### src/rtl/bit_serializer.sv
// rtl/bit_serializer.sv - parallel-to-serial word shifter with valid/ready intake
//
// Purpose:
//   Accepts a WIDTH-bit word on a valid/ready handshake and emits it one bit
//   per cycle on serial_out, qualified by serial_valid. A word offered during
//   the final bit of the current word is loaded on that edge, so consecutive
//   words stream with no idle cycle between them.
//
// Ports:
//   clock        in   1      sole clock, rising edge
//   reset        in   1      synchronous, active-high
//   data_in      in   WIDTH  parallel word to serialize
//   data_valid   in   1      data_in holds an offered word
//   data_ready   out  1      a word is accepted this cycle (from registered state)
//   serial_out   out  1      serial bit stream (registered)
//   serial_valid out  1      serial_out carries a payload bit (registered)
//   words_sent   out  8      count of fully shifted words, wraps at 256
//
// Configuration:
//   BIT_SERIALIZER_LSB_FIRST_EN  defined   -> data_in[0] emitted first
//                                undefined -> data_in[WIDTH-1] emitted first
//   Only bit order changes; timing, handshake and counting are identical.

module bit_serializer #(
  parameter int WIDTH = 8
) (
  input  logic             clock,
  input  logic             reset,
  input  logic [WIDTH-1:0] data_in,
  input  logic             data_valid,
  output logic             data_ready,
  output logic             serial_out,
  output logic             serial_valid,
  output logic [7:0]       words_sent
);

  localparam int IDX_W = (WIDTH > 2) ? $clog2(WIDTH) : 1;
  localparam logic [IDX_W-1:0] LAST_IDX = IDX_W'(WIDTH - 1);

  typedef enum logic {
    IDLE  = 1'b0,
    SHIFT = 1'b1
  } state_t;

  state_t           state_q, state_d;
  logic [IDX_W-1:0] idx_q, idx_d;
  logic [WIDTH-1:0] shreg_q, shreg_d;
  logic             serial_out_q, serial_out_d;
  logic             serial_valid_q, serial_valid_d;
  logic [7:0]       words_q, words_d;

  logic             transfer;
  logic [WIDTH-1:0] shreg_adv;

  // The bit currently on serial_out is always the "head" of the shift
  // register, so the head of a freshly loaded or advanced word is what gets
  // registered into serial_out on the same edge.
  function automatic logic head_bit(input logic [WIDTH-1:0] w);
`ifdef BIT_SERIALIZER_LSB_FIRST_EN
    return w[0];
`else
    return w[WIDTH-1];
`endif
  endfunction

`ifdef BIT_SERIALIZER_LSB_FIRST_EN
  assign shreg_adv = {1'b0, shreg_q[WIDTH-1:1]};
`else
  assign shreg_adv = {shreg_q[WIDTH-2:0], 1'b0};
`endif

  // Ready only from registered state: idle, or presenting the last bit.
  assign data_ready = (state_q == IDLE) || (idx_q == LAST_IDX);
  assign transfer   = data_valid && data_ready;

  always_comb begin
    state_d        = state_q;
    idx_d          = idx_q;
    shreg_d        = shreg_q;
    serial_out_d   = serial_out_q;
    serial_valid_d = serial_valid_q;
    words_d        = words_q;

    case (state_q)
      IDLE: begin
        serial_out_d   = 1'b0;
        serial_valid_d = 1'b0;
        if (transfer) begin
          state_d        = SHIFT;
          idx_d          = '0;
          shreg_d        = data_in;
          serial_out_d   = head_bit(data_in);
          serial_valid_d = 1'b1;
        end
      end

      SHIFT: begin
        if (idx_q == LAST_IDX) begin
          // Last bit leaves on this edge whether or not a new word follows.
          words_d = words_q + 8'd1;
          if (transfer) begin
            idx_d          = '0;
            shreg_d        = data_in;
            serial_out_d   = head_bit(data_in);
            serial_valid_d = 1'b1;
          end else begin
            state_d        = IDLE;
            idx_d          = '0;
            shreg_d        = '0;
            serial_out_d   = 1'b0;
            serial_valid_d = 1'b0;
          end
        end else begin
          idx_d          = idx_q + 1'b1;
          shreg_d        = shreg_adv;
          serial_out_d   = head_bit(shreg_adv);
          serial_valid_d = 1'b1;
        end
      end

      default: begin
        state_d        = IDLE;
        idx_d          = '0;
        shreg_d        = '0;
        serial_out_d   = 1'b0;
        serial_valid_d = 1'b0;
      end
    endcase
  end

  always_ff @(posedge clock) begin
    if (reset) begin
      state_q        <= IDLE;
      idx_q          <= '0;
      shreg_q        <= '0;
      serial_out_q   <= 1'b0;
      serial_valid_q <= 1'b0;
      words_q        <= 8'd0;
    end else begin
      state_q        <= state_d;
      idx_q          <= idx_d;
      shreg_q        <= shreg_d;
      serial_out_q   <= serial_out_d;
      serial_valid_q <= serial_valid_d;
      words_q        <= words_d;
    end
  end

  assign serial_out   = serial_out_q;
  assign serial_valid = serial_valid_q;
  assign words_sent   = words_q;

endmodule

### config.mk
export PLATFORM = sky130hd
export DESIGN_NAME = bit_serializer
export DESIGN_NICKNAME = d
export VERILOG_FILES = /design/src/rtl/bit_serializer.sv
export SDC_FILE = /design/constraint.sdc
export NUM_CORES = 1
export LEC_CHECK = 0
export BUFFER_PORTS_ARGS = -buffer_cell sky130_fd_sc_hd__buf_2
export CAP_MARGIN = 20
export CORE_AREA = 2 2 54 56
export DETAILED_ROUTE_END_ITERATION = 7
export DIE_AREA = 0 0 56 58
export PLACE_DENSITY = 0.58
export SLEW_MARGIN = 20
export SYNTH_ARGS = -nofsm -noshare
export SYNTH_HDL_FRONTEND = slang
export SYNTH_SLANG_ARGS = --single-unit
export TNS_END_PERCENT = 20
### constraint.sdc
create_clock -name clock -period 2.6 [get_ports clock]
set_input_delay 0.52 -clock clock [delete_from_list [all_inputs] [get_ports clock]]
set_output_delay 0.52 -clock clock [all_outputs]
set_load 0.1 [all_outputs]
==> metrics.md, run 1 <==
| Metric | Value |
|---|---|
| Outcome | completed |
| First-pass GRT wire length | 3.029 mm |
| CORE AREA | 2663 µm² |
| Gr usage total | 11.88% |
| Synth Register Bits | 20 |
| WL final | 1.848 mm |
| Number of synthesis warnings | 0 |
| Setup_tns | 0 ns |
| Worst Hold Class | flop to flop |
| Final setup fails | 0 |
| Cell variety after synth | 27 |
| Initial DRC count | 41 |
| Slew Limit Fails | 0 |
| Layout cell share with drive strength beyond 1 | 23.20% |
| Worst slew margin | 67.68% |
| Most used flip-flop cell after synthesis | dfxtp_1 |
| Fmax | 0.4187 GHz |
| Post-CTS Hold Buffers | 0 |
| Final Hold Slack | 0.4637 ns |
| ANT nets after route | 0 |
| Initial core utilization | 34.12% |
| Post-CTS Repair Setup Buffers | 0 |
| Tmin final | 2.388 ns |
| Longest Clk Path Bufs | 2 |
| Die Y | 58 µm |
| Die Footprint | 3248 µm² |
| Startpoint Class | flop |
| Total number of vias | 810 |
| Vias/cell | 5.192 |
| P per Cell Area | 550.8 nW/µm² |
| Placed Cells | 152 |
| Worst Path Required | 2.08 ns |
| Total power | 0.5865 mW |
| RSZ-0062 raised after global routing | no |
| CTS buffer count | 3 |
| Syn_area_per_cell | 8.570 µm² |
| Worst-path clk slew | 0.11 ns |
| Synth-to-layout area growth | 17.22% |
| Root Driver | clkbuf_4 |
| Buffers added on ports | 21 |
| Synth area leader | dfxtp_1 |
| Resized cells post-CTS | 0 |
| Drt first pass iters | 5 |
| H-tree depth | 1 |
| Row cnt | 19 |
| Final cell count without fillers | 156 |
| Seq/Total Area, Yosys | 44.08% |
| Initial antenna violation count | 0 |
| Worst Path Arrival | 1.87 ns |
| Worst vdd ir | 0.4456 mV |
| Number of synthesized flops with an enable pin | 0 |
| Largest net degree at the start of global routing | 21 |
| Clk_lat worst skew | 0.30 ns |
| Share of the synthesized area in the top cell type | 44.08% |
| GR Overflow Total | 0 |
| Fin crit share | 91.86% |
| CP endpoint kind | output pin |
| Clock Sinks | 20 |
| Mapped Cells | 106 |
| Final nets | 140 |
| CTS tree | yes |
| # fillers | 279 |
| Final Hold Viols | 0 |
| Syn nets | 120 |
| Number of remaining DRC errors | 0 |
| Post-Syn Area | 908.4 µm² |
| Final Core Density | 39.99% |
| Actual slew at the worst max-slew pin | 0.4882 ns |
| Clock skew | 0.003354 ns |
| # diodes | 0 |
| WL/cell | 11.85 µm |
| Max FO, Critical Path | 9 |
| Top cells by area, synth | dfxtp_1, a222oi_1, a21oi_1, nor2_1, ha_1 |
| Vias in the first global route | 743 |
| # IOs | 22 |
| CP Class | flop to output pin |
| Die Wd | 56 µm |
| Post-synthesis async set-or-reset flop share | 0% |
| Detailed placement HPWL | 1.347 mm |
| Total of max-cap violations | 0 |
| GPL Wtd Cong | 0.6651 |
| Pleak | 0.4578 nW |
==> per-stage QoR <==
step | setup slack (ns) | instance area [µm²]
after floorplan | 0.2394 | 908.4
after global placement | 0.5779 | 1028
after detailed placement | 0.5408 | 1028
after CTS | 0.1858 | 1065
after global routing | 0.08292 | 1065
final | 0.2117 | 1065
==> area by class of cell <==
class                      instances  area, µm²  area share (%)
clock buffer                       4      36.28           3.408
timing repair buffer              22      112.6           10.58
multi-input combinational         75      461.7           43.36
inverter                           4      15.01           1.410
tap                               31      38.79           3.643
sequential                        20      400.4           37.60
==> worst max-delay path: stages (launching register included) <==
cell	delay, ns
dfxtp_1	0.37
ha_1	0.16
ha_1	0.28
nor2b_1	0.08
buf_4	0.17
inv_1	0.08
buf_2	0.43
==> cells by family (layout without fill, tap and decap cells) <==
logic type / after synthesis / after routing / share of synthesized area (%)
buffers and inverters: 11 / 30 / 5.096
AND/OR/NAND/NOR: 47 / 47 / 27.27
multiplexers: 2 / 2 / 2.342
XOR/XNOR: 2 / 2 / 1.929
AO/OA/AOI/OAI: 21 / 21 / 15.15
adder cells (fa/ha/maj): 3 / 3 / 4.133
flip-flops: 20 / 20 / 44.08
==> cells in the mapped netlist (2+ instances only) <==
master / number
nand2_1: 5
a222oi_1: 6
clkbuf_1: 5
a21oi_1: 10
or3_1: 4
nand3_1: 5
ha_1: 3
inv_1: 4
nor3b_1: 2
o21ai_0: 4
dfxtp_1: 20
nor3_1: 6
nor2_1: 12
nand2b_1: 6
nor2b_1: 2
==> layout by cell type, fill, tap and decap left out <==
cell type / netlist / final
or2_2: 1 / 1
or3_1: 4 / 4
clkbuf_4: 0 / 3
inv_1: 4 / 4
buf_2: 1 / 21
xor2_1: 1 / 1
and2_0: 1 / 1
nand4_1: 1 / 1
mux2i_1: 1 / 1
o31ai_1: 1 / 1
mux2_2: 1 / 1
nor3_1: 6 / 6
or4_1: 1 / 1
nand2b_1: 6 / 6
dfxtp_1: 20 / 20
clkbuf_8: 0 / 1
buf_4: 1 / 1
nand2_1: 5 / 5
nand4_2: 1 / 1
ha_1: 3 / 3
nand3_1: 5 / 5
nor3b_1: 2 / 2
nor2_1: 12 / 12
a21oi_1: 10 / 10
xnor2_1: 1 / 1
o21ai_0: 4 / 4
nor2b_1: 2 / 2
a222oi_1: 6 / 6
==> state kept, by name, indices dropped and copies added, names as in the netlist <==
name          count
words_sent        8
shreg_q           7
idx_q             3
serial_out        1
serial_valid      1
==> power breakdown <==
part	internal, mW	switching [mW]
registers	0.318	0.00840
logic	0.0261	0.0511
clock network	0.0854	0.0974
total	0.430	0.157
==> metal layers <==
layer,vias up,track usage [%],part of all wire [%]
met1,368,12.47,43
met2,25,22.35,50
met4,0,2.721,0
li1,417,-,-
met3,0,4.688,6.5
met5,-,0,0
==> path summary, 6_finish.rpt <==
check                                              from                          to  slack, ns  cells after the start
worst max-delay path              idx_q[0]$_SDFFE_PP0P_                  data_ready       0.21                      6
worst min-delay path            shreg_q[6]$_SDFFE_PP0P_       serial_out$_SDFF_PP0_       0.46                      2
worst max register to register    idx_q[0]$_SDFFE_PP0P_  words_sent[7]$_SDFFE_PP0P_       0.90                      5
worst min register to register  shreg_q[6]$_SDFFE_PP0P_       serial_out$_SDFF_PP0_       0.46                      2
Note: power is estimated with default switching activity, not from simulation.
==> run 2: changes to the inputs <==
==> constraint.sdc (replaced) <==
create_clock -name clock -period 2.6 [get_ports clock]
set_input_delay 0.13 -clock clock [delete_from_list [all_inputs] [get_ports clock]]
set_output_delay 0.13 -clock clock [all_outputs]
set_load 0.1 [all_outputs]
==> metrics.md, run 2 (synthesis gave the netlist of run 1 again) <==
| Metric | Value |
|---|---|
| Outcome | completed |
| Most frequent cells in the layout | buf_2, dfxtp_1, nor2_1, a21oi_1 |
| Detailed placement HPWL | 1.307 mm (-2.9%) |
| Gr usage total | 13.27% (+1.4 points) |
| Layout cell share with drive strength beyond 1 | 21.95% (-1.2 points) |
| Reg-to-reg slack, setup | 0.83 ns (-0.07 ns) |
| CTS buffer count | 3 (unchanged) |
| Fmax | 0.4600 GHz (+9.8%) |
| Initial DRC count | 38 (-7.3%) |
| WL met2 | 858 µm (-7.4%) |
| Met3 WL post-DR | 121 µm (+0.83%) |
| CTS tree | yes |
| Root Driver | clkbuf_4 |
| Multi-input gate area | 461.7 µm² (unchanged) |
| Hold Crit Depth | 3 (+1) |
| GR Overflow Total | 0 (unchanged) |
| FF+latch area | 400.4 µm² (unchanged) |
| Die Y | 58 µm (unchanged) |
| Longest Clk Path Bufs | 2 (unchanged) |
| Worst flop-to-flop path startpoint | idx_q[0]$_SDFFE_PP0P_ |
| Vias/cell | 5.117 (-1.5%) |
| Critical path's most frequent cell | ha_1 |
| Row cnt | 19 (unchanged) |
| Most common cell after layout, fill and taps aside | buf_2 |
| Synth-to-layout area growth | 14.88% |
| Worst R2R End | shreg_q[4]$_SDFFE_PP0P_ |
| Critical Path Sink | data_ready |
| Total power | 0.5458 mW (-6.9%) |
| DP Worst Slack | 0.7279 ns (+0.1871 ns) |
| Worst vdd ir | 0.3240 mV (-27%) |
| Clock skew | 0.0008892 ns (-0.002465 ns) |
| Resized cells post-CTS | 0 (unchanged) |
| Worst Hold Class | primary input to flop |
| Worst slew margin | 61.60% (-6.1 points) |
| Final nets | 139 (-0.71%) |
| Actual slew at the worst max-slew pin | 0.5748 ns (+0.08656 ns) |
| Met1 wire length | 839 µm (+4.7%) |
| # IOs | 22 (unchanged) |
| CP endpoint kind | output pin |
| Placed Cells | 151 (-0.66%) |
| Clock Sinks | 20 (unchanged) |
| Die Wd | 56 µm (unchanged) |
| CP Class | flop to output pin |
| Worst r2r path cells | 5 (unchanged) |
| Initial core utilization | 34.12% (unchanged) |
| Setup_tns | 0 ns (unchanged) |
| H-tree depth | 1 (unchanged) |
| Drt first pass iters | 4 (-1) |
| First-pass GRT wire length | 3.360 mm (+11%) |
| GPL Wtd Cong | 0.6568 (-1.2%) |
| Final setup fails | 0 (unchanged) |
| Slew Limit Fails | 0 (unchanged) |
| DR top layer | met4 |
| Final cell count without fillers | 154 (-1.3%) |
| Final Core Density | 39.19% (-0.80 points) |
| WL final | 1.831 mm (-0.92%) |
| Post-CTS Hold Buffers | 0 (unchanged) |
| WL/cell | 11.89 µm (+0.37%) |
| Worst Path Arrival | 2.04 ns (+0.17 ns) |
| Vias in the first global route | 785 (+5.7%) |
| Clk_lat worst skew | 0.29 ns (about the same) |
| P per Cell Area | 523.1 nW/µm² (-5.0%) |
| Worst Path Required | 2.47 ns (+0.39 ns) |
| # diodes | 0 (unchanged) |
| Tmin final | 2.174 ns (-0.2141 ns) |
| RSZ-0062 raised after global routing | no |
| Startpoint Class | flop |
| Worst-path clk slew | 0.11 ns (about the same) |
| Total number of vias | 788 (-2.7%) |
| Post-CTS Repair Setup Buffers | 0 (unchanged) |
| Hold Startpoint | data_in[7] |
| Number of remaining DRC errors | 0 (unchanged) |
| Worst path cell trace | ha_1 > ha_1 > nor2b_1 > inv_1 > buf_2 |
| Largest net degree at the start of global routing | 21 (unchanged) |
| Crit path largest cell delay | 0.49 ns (+0.06 ns) |
| Fin crit share | 83.62% (-8.2 points) |
| Final setup margin | 0.4259 ns (+0.2141 ns) |
| Total of max-cap violations | 0 (unchanged) |
| Buffers added on ports | 21 (unchanged) |
| Pleak | 0.4456 nW (-2.7%) |
| Final Hold Viols | 0 (unchanged) |
| Initial antenna violation count | 0 (unchanged) |
| Setup crit start | idx_q[0]$_SDFFE_PP0P_ |
| Max FO, Critical Path | 9 (unchanged) |
| Max stage delay cell, worst path | nor2b_1 |
| # fillers | 290 (+3.9%) |
| ANT nets after route | 0 (unchanged) |
| CORE AREA | 2663 µm² (unchanged) |
| Max reg flops | 8 (unchanged) |
| Die Footprint | 3248 µm² (unchanged) |
==> run 2: cell types whose count changed in the layout (fill, tap and decap cells not counted) <==
cell	delta
clkbuf_8	-1
buf_4	-1
==> run 2: layout make-up <==
class	instances	share of cell area, %
multi-input cells	75	44.24
repair buffers	21	10.07
well taps	31	3.717
clock buffers	3	2.158
flip-flops and latches	20	38.37
inverters	4	1.439
==> run 2: routing by layer <==
metal / up-vias / GRT usage [%]
li1: 413 / -
met1: 351 / 14.64
met2: 22 / 24.37
met3: 2 / 4.911
met4: 0 / 3.061
met5: - / 0
==> run 2: power by group <==
group / total (mW) / leakage (nW) / internal (mW) / switching (mW)
clock network: 0.144 / 0.0138 / 0.0540 / 0.0905
logic: 0.0753 / 0.268 / 0.0249 / 0.0505
registers: 0.326 / 0.163 / 0.318 / 0.00803
total: 0.546 / 0.446 / 0.397 / 0.149
==> run 2: critical path, delay by kind of cell, from the launching register on <==
family | cells | cell delay [ns]
DFF | 1 | 0.34
and+or+nand+nor | 1 | 0.49
buffers and inverters | 2 | 0.47
adders and majority gates | 2 | 0.45
==> run 2: worst min path at each step <==
stage	slack, ns	endpoint
after floorplan	0.30	serial_out$_SDFF_PP0_
after global placement	0.41	serial_out$_SDFF_PP0_
after detailed placement	0.41	serial_out$_SDFF_PP0_
after CTS	0.08	serial_out$_SDFF_PP0_
after global routing	0.08	serial_out$_SDFF_PP0_
final	0.09	serial_out$_SDFF_PP0_
==> run 2: per-stage QoR <==
stage / hold slack [ns] / instance area (µm²)
floorplan: 0.2952 / 908.4
global placement: 0.4118 / 1021
global route: 0.07746 / 1044
finish: 0.09201 / 1044
CTS: 0.08249 / 1044
detailed placement: 0.4116 / 1021
